File: src/rtl/segway_pkg.sv
// Shared defaults and helpers for the segway balance datapath.
// Width-12 tuning constants plus a signed saturation helper.
package segway_pkg;

  localparam int MIN_DUTY_DEF        = 'h3C0;
  localparam int LOW_TORQUE_BAND_DEF = 'h3C;
  localparam int GAIN_MULT_DEF       = 'h4;
  localparam int TOO_FAST_THRESH_DEF = 1536;

  function automatic int saturate(
    input int v,
    input int w
  );
    int hi;
    int lo;
    hi = (1 << (w - 1)) - 1;
    lo = -(1 << (w - 1));
    if (v > hi) return hi;
    if (v < lo) return lo;
    return v;
  endfunction

endpackage

File: src/rtl/soft_start_tmr.sv
// Soft-start ramp: prescaled, saturating timer that restarts
// whenever the rider steps off.
module soft_start_tmr #(
  parameter int SS_W        = 8,
  parameter int SS_PRESCALE = 4
) (
  input  logic            clk,
  input  logic            rst_n,
  input  logic            pwr_up,
  output logic [SS_W-1:0] ss_tmr
);

  localparam int PW =
    (SS_PRESCALE > 1) ? $clog2(SS_PRESCALE) : 1;
  localparam logic [PW-1:0] PRE_MAX = PW'(SS_PRESCALE - 1);

  logic [PW-1:0] pre;

  always_ff @(posedge clk or negedge rst_n) begin
    if (!rst_n) begin
      pre    <= '0;
      ss_tmr <= '0;
    end else if (!pwr_up) begin
      pre    <= '0;
      ss_tmr <= '0;
    end else if (pre == PRE_MAX) begin
      pre <= '0;
      if (ss_tmr != '1)
        ss_tmr <= ss_tmr + SS_W'(1);
    end else begin
      pre <= pre + PW'(1);
    end
  end

endmodule

File: src/rtl/segway_balance_math.sv
// Two-stage balance math: soft-start scaled PID plus steering,
// deadzone/gain shaping, saturation and a filtered overspeed flag.
module segway_balance_math
  import segway_pkg::*;
#(
  parameter int W               = 12,
  parameter int SS_W            = 8,
  parameter int SS_PRESCALE     = 4,
  parameter int MIN_DUTY        = MIN_DUTY_DEF,
  parameter int LOW_TORQUE_BAND = LOW_TORQUE_BAND_DEF,
  parameter int GAIN_MULT       = GAIN_MULT_DEF,
  parameter int TOO_FAST_THRESH = TOO_FAST_THRESH_DEF,
  parameter int TF_CNT          = 4
) (
  input  logic                clk,
  input  logic                rst_n,
  input  logic                vld_in,
  input  logic signed [W-1:0] PID_cntrl,
  input  logic        [W-1:0] steer_pot,
  input  logic                en_steer,
  input  logic                pwr_up,
  output logic signed [W-1:0] lft_spd,
  output logic signed [W-1:0] rght_spd,
  output logic                vld_out,
  output logic                too_fast,
  output logic     [SS_W-1:0] ss_tmr
);

  localparam logic [W-1:0] STEER_LO  = W'(1 << (W - 3));
  localparam logic [W-1:0] STEER_HI  = W'(7 << (W - 3));
  localparam logic [W-1:0] STEER_MID = W'((1 << (W - 1)) - 1);
  localparam int           CW        = $clog2(TF_CNT + 1);
  localparam logic [CW-1:0] CNT_MAX  = CW'(TF_CNT);

  function automatic logic signed [W-1:0] scale_pid(
    input logic signed [W-1:0] pid,
    input logic     [SS_W-1:0] ss
  );
    logic signed [W+SS_W:0] prod;
    prod = (W+SS_W+1)'(pid) * $signed((W+SS_W+1)'(ss));
    return W'(prod >>> SS_W);
  endfunction

  function automatic logic signed [W-1:0] scale_steer(
    input logic [W-1:0] pot
  );
    logic        [W-1:0] lim;
    logic signed [W+3:0] d;
    if (pot < STEER_LO)      lim = STEER_LO;
    else if (pot > STEER_HI) lim = STEER_HI;
    else                     lim = pot;
    d = $signed((W+4)'(lim)) - $signed((W+4)'(STEER_MID));
    return W'((d + (d <<< 1)) >>> 4);
  endfunction

  // Large torques jump the motor deadzone; small ones get extra gain.
  function automatic logic signed [W-1:0] shape(
    input logic signed [W:0] t
  );
    int ti;
    int r;
    ti = int'(t);
    if (ti >= LOW_TORQUE_BAND)       r = ti + MIN_DUTY;
    else if (ti <= -LOW_TORQUE_BAND) r = ti - MIN_DUTY;
    else                             r = ti * GAIN_MULT;
    return W'(saturate(r, W));
  endfunction

  soft_start_tmr #(
    .SS_W       (SS_W),
    .SS_PRESCALE(SS_PRESCALE)
  ) u_ss (
    .clk   (clk),
    .rst_n (rst_n),
    .pwr_up(pwr_up),
    .ss_tmr(ss_tmr)
  );

  logic                s1_vld;
  logic signed [W-1:0] s1_pid;
  logic signed [W-1:0] s1_steer;
  logic                s1_pwr;
  logic                s1_en;

  always_ff @(posedge clk or negedge rst_n) begin
    if (!rst_n) begin
      s1_vld   <= 1'b0;
      s1_pid   <= '0;
      s1_steer <= '0;
      s1_pwr   <= 1'b0;
      s1_en    <= 1'b0;
    end else begin
      s1_vld <= vld_in;
      if (vld_in) begin
        s1_pid   <= scale_pid(PID_cntrl, ss_tmr);
        s1_steer <= scale_steer(steer_pot);
        s1_pwr   <= pwr_up;
        s1_en    <= en_steer;
      end
    end
  end

  logic signed [W:0] steer_t;
  logic signed [W:0] lft_t;
  logic signed [W:0] rght_t;
  logic              pwr_ok;

  assign steer_t = s1_en ? (W+1)'(s1_steer) : '0;
  assign lft_t   = (W+1)'(s1_pid) + steer_t;
  assign rght_t  = (W+1)'(s1_pid) - steer_t;
  // Power loss while a sample is in flight still zeroes it.
  assign pwr_ok  = s1_pwr && pwr_up;

  always_ff @(posedge clk or negedge rst_n) begin
    if (!rst_n) begin
      vld_out  <= 1'b0;
      lft_spd  <= '0;
      rght_spd <= '0;
    end else begin
      vld_out <= s1_vld;
      if (s1_vld) begin
        lft_spd  <= pwr_ok ? shape(lft_t)  : '0;
        rght_spd <= pwr_ok ? shape(rght_t) : '0;
      end
    end
  end

  logic [CW-1:0] tf_cnt;
  logic [CW-1:0] tf_cnt_nxt;
  logic          over;

  assign over = (lft_spd > TOO_FAST_THRESH) ||
                (rght_spd > TOO_FAST_THRESH);

  always_comb begin
    tf_cnt_nxt = '0;
    if (over)
      tf_cnt_nxt = (tf_cnt == CNT_MAX) ? tf_cnt
                                       : tf_cnt + CW'(1);
  end

  always_ff @(posedge clk or negedge rst_n) begin
    if (!rst_n) begin
      tf_cnt   <= '0;
      too_fast <= 1'b0;
    end else if (!pwr_up) begin
      tf_cnt   <= '0;
      too_fast <= 1'b0;
    end else if (vld_out) begin
      tf_cnt   <= tf_cnt_nxt;
      too_fast <= (tf_cnt_nxt == CNT_MAX);
    end
  end

endmodule

File: config.mk
export PLATFORM = sky130hd
export DESIGN_NAME = segway_balance_math
export DESIGN_NICKNAME = d
export VERILOG_FILES = /design/src/rtl/segway_pkg.sv /design/src/rtl/soft_start_tmr.sv /design/src/rtl/segway_balance_math.sv
export SDC_FILE = /design/constraint.sdc
export NUM_CORES = 1
export LEC_CHECK = 0
export BUFFER_PORTS_ARGS = -buffer_cell sky130_fd_sc_hd__buf_2
export CORE_AREA = 4 4 146 148
export DETAILED_ROUTE_END_ITERATION = 6
export DIE_AREA = 0 0 150 152
export PLACE_DENSITY = 0.74
export SYNTH_ARGS = -nofsm -noshare
export SYNTH_HDL_FRONTEND = slang
export SYNTH_HIERARCHICAL = 1
export SYNTH_SLANG_ARGS = --single-unit
File: constraint.sdc
create_clock -name clk -period 5.1 [get_ports clk]
set_input_delay 0.765 -clock clk [delete_from_list [all_inputs] [get_ports clk]]
set_output_delay 0.765 -clock clk [all_outputs]
set_load 0.1 [all_outputs]
==> key figures <==
Setup path
  – Data required, critical path: 5310 ps
  – Worst setup EP type: register
  – Critical-path cell with the highest stage delay: dfrtp_4
  – Path type of the worst setup path: reg -> reg
  – CP delay by family, top: adder cells
  – Maximum fanout along the worst path: 10
  – Number of cells on the critical path: 17
  – R2R depth: 17
  – Stage delay of the slowest cell on the critical path: 560 ps
  – Buffers and inverters on the worst path: 2
  – Cell-by-cell listing of the critical path: and2_1 -> fa_1 -> fa_1 -> inv_1 -> fa_1 -> inv_1 -> fa_1 -> ha_1 -> and3_1 -> a221o_1 -> a21oi_1 -> o31ai_1 -> nand4_1 -> nand3b_1 -> a21oi_2 -> xnor2_1 -> mux2_2
  – WP data arrival: 5120 ps
  – CP dominant cell by count: fa_1
  – Type of origin of the critical path: register

Final layout
  – Number of inserted diodes: 0
  – Layout cells sized above 1: 16.1%
  – Final std cell area, no fill: 10100 µm²
  – P&R area growth vs syn: 11.3%
  – Nets: 1273
  – Final design utilization: 50.3%

Yosys
  – Most numerous cell in the Yosys netlist: inv_1
  – Ranking of synthesized cells by instance count: inv_1 (161), ha_1 (81), nand2_1 (79)
  – Total of flip-flops plus latches after synthesis: 65
  – Number of enable flip-flop cells after synthesis: 0
  – Mean area per synthesized cell: 8.96 µm²
  – Syn nets: 1198
  – Number of different library cells in the post-synthesis netlist: 97
  – Post-synth top flop: dfrtp_1
  – Area share of the leading cell type in the synthesized netlist: 18.0%
  – Cell type with the largest total area after synthesis: dfrtp_1
  – Top post-synthesis cells by area: dfrtp_1 (18%), fa_1 (17%), ha_1 (11%)
  – Asr flop ratio synth: 100%
  – Number of standard cells after synthesis: 1011
  – Post-Syn Area: 9060 µm²
  – Sequential element share of the synthesized area: 18.0%
  – Count of synthesis-stage warnings from yosys: 6

CTS
  – Post-CTS clock slew at the launch and capture registers of the worst setup and hold paths: 60 ps
  – Number of buffers on the longest clock path: 2
  – CTS H-Tree Depth: 3
  – Setup Buffers After CTS: 0
  – Clk root buf: clkbuf_16
  – Clock tree from TritonCTS: yes
  – Clk Latency, worst-skew pair: 330 ps
  – Clock tree sinks: 65
  – Clock buffers created by TritonCTS: 9

Timing
  – Worst clock skew: 10.8 ps
  – Setup repair after global routing missed its margin: yes
  – Fin crit period: 4910 ps
  – F_max: 0.204 GHz
  – Headroom to the max-slew limit: 47.7%
  – Worst Tran Pin Value: 785 ps
  – Number of hold violations in the final report: 0
  – Final WS setup: 190 ps
  – Final slew viol count: 0
  – Total of endpoints with negative setup slack in the final report: 0
  – Final cycle utilization of the critical path: 96.3%

Route
  – Final routed DRC violation total: 0
  – Detailed router's first-iteration violation count: 409
  – Average via count per standard cell: 5.39
  – ANT nets after route: 0
  – Vias: 7333
  – Wire length per cell: 14.7 µm
  – Pre-antenna DRT Iters: 5
  – Detailed-route wire length: 20000 µm

Job
  – # Max-Cap Violations: 0

Pwr
  – Largest vdd supply drop: 0.184 mV
  – Ratio of total power to cell area: 302 nW/µm²
  – Leakage power: 0.00503 µW

Min path
  – Worst hold path type: in -> async

Placed design
  – Area of placed instances: 9770 µm²
  – Setup WS pre-CTS: -169 ps
  – Last weighted congestion value of the routability-driven placer: 0.901
  – Number of port buffers: 62
  – Estimated wirelength of the detail-placed design: 16000 µm

Die
  – Floorplan die width: 150 µm
  – Initial cell density of the core: 45.2%
  – Core region area: 20000 µm²
  – Row Count: 52
  – IO Pins: 63
  – Die area: 22800 µm²
  – Die H: 152 µm

Global routing
  – Pin count of the biggest net entering global routing: 59
  – Sum of overflow across all layers after global routing: 0
  – Global router's overall resource usage: 18.0%
  – First-pass GRT wire length: 34500 µm
  – Initial antenna violation count: 0
  – Number of global-route vias before repair: 7172

Outcome
  – Run status: finished clean
[layout by cell type (no fill, tap or decap), types with 8 or more instances in the layout]
cell       instances
a21oi_1           44
o21bai_1           8
dfrtp_1           57
mux2_2            17
nand2_1           79
clkbuf_16          9
mux2i_1           15
and2_1            64
buf_4             32
fa_1              77
nor2_1            48
nor3_1            26
o221ai_1           9
and3_1             8
o21ai_0           21
nand3_1           19
o311ai_1           9
inv_1            161
nand4_1            9
xor2_1            13
xnor2_1           46
ha_1              81
nand2b_1          18
buf_2             62
[flip-flops by register name (all words and copies together) (netlist names)]
register and cells:
vld_out 1, too_fast 1, s1_pwr 1, s1_vld 1
s1_en 1, s1_steer 11, s1_pid 12, u_ss/pre 2
tf_cnt 3, lft_spd 12, u_ss/ss_tmr 8, rght_spd 12
[logic make-up after synthesis]
family	Yosys count	synth area share, %
compound gates	189	16.0
xor+xnor	62	6.24
fa+ha+maj	158	28.2
buf+inv	193	9.00
flops	65	18.0
mux	33	4.02
simple gates	311	18.6
[through the flow]
step / total power, µW / hold slack (ps) / instances / setup TNS [ps]
2_1_floorplan: 2100 / 408 / 1011 / 0
3_3_place_gp: 2400 / 422 / 1345 / -136
3_5_place_dp: 2430 / 429 / 1345 / -346
4_1_cts: 3050 / 257 / 1361 / 0
5_1_grt: 3250 / 260 / 1361 / -37.3
6_report: 3050 / 261 / 1361 / 0
[report_power, final]
part	leakage, µW	switching (µW)	internal, µW
registers	0.000840	65.4	607
clock network	0.000147	238	380
logic	0.00404	1200	555
total	0.00503	1510	1540
[timing repair]
| action | in CTS | in global routing |
|---|---|---|
| resized for setup | 0 | 3 |
| hold buffers | 0 | 0 |
| endpoints found under the setup margin | 0 | 4 |
[area by class of cell]
type	instances	area [µm²]
clock buffer	10	229
clock inverter	6	66.3
fill	1938	9950
inverter	163	617
multi-input combinational	753	6640
sequential	65	1650
tap	270	338
timing repair buffer	94	551
[metal layers]
metal | vias to the layer above | global-route usage (%) | wire length, µm
li1 | 3576 | - | -
met1 | 3541 | 25.4 | 9330
met2 | 183 | 29.5 | 9410
met3 | 33 | 2.09 | 839
met4 | 0 | 4.36 | 408
met5 | - | 0 | 0
[worst register-to-register path: stages, from the launching register on]
cell and delay, ps:
dfrtp_4 560, and2_1 190, fa_1 490, fa_1 510
inv_1 60, fa_1 530, inv_1 50, fa_1 470
ha_1 320, and3_1 210, a221o_1 350, a21oi_1 140
o31ai_1 100, nand4_1 150, nand3b_1 140, a21oi_2 180
xnor2_1 70, mux2_2 250
[final timing paths]
path	startpoint	endpoint	slack, ps
worst max-delay path	u_ss/ss_tmr[5]$_DFFE_PN0P_	s1_pid[10]$_DFFE_PN0P_	190
worst min-delay path	rst_n	rght_spd[0]$_DFFE_PN0P_	260
worst max register to register	u_ss/ss_tmr[5]$_DFFE_PN0P_	s1_pid[10]$_DFFE_PN0P_	190
worst min register to register	u_ss/pre[0]$_DFF_PN0_	u_ss/pre[0]$_DFF_PN0_	440
max in group asynchronous	rst_n	u_ss/ss_tmr[0]$_DFFE_PN0P_	3820
min in group clk	u_ss/pre[0]$_DFF_PN0_	u_ss/pre[0]$_DFF_PN0_	440
Power figures use the tool's default switching activity.
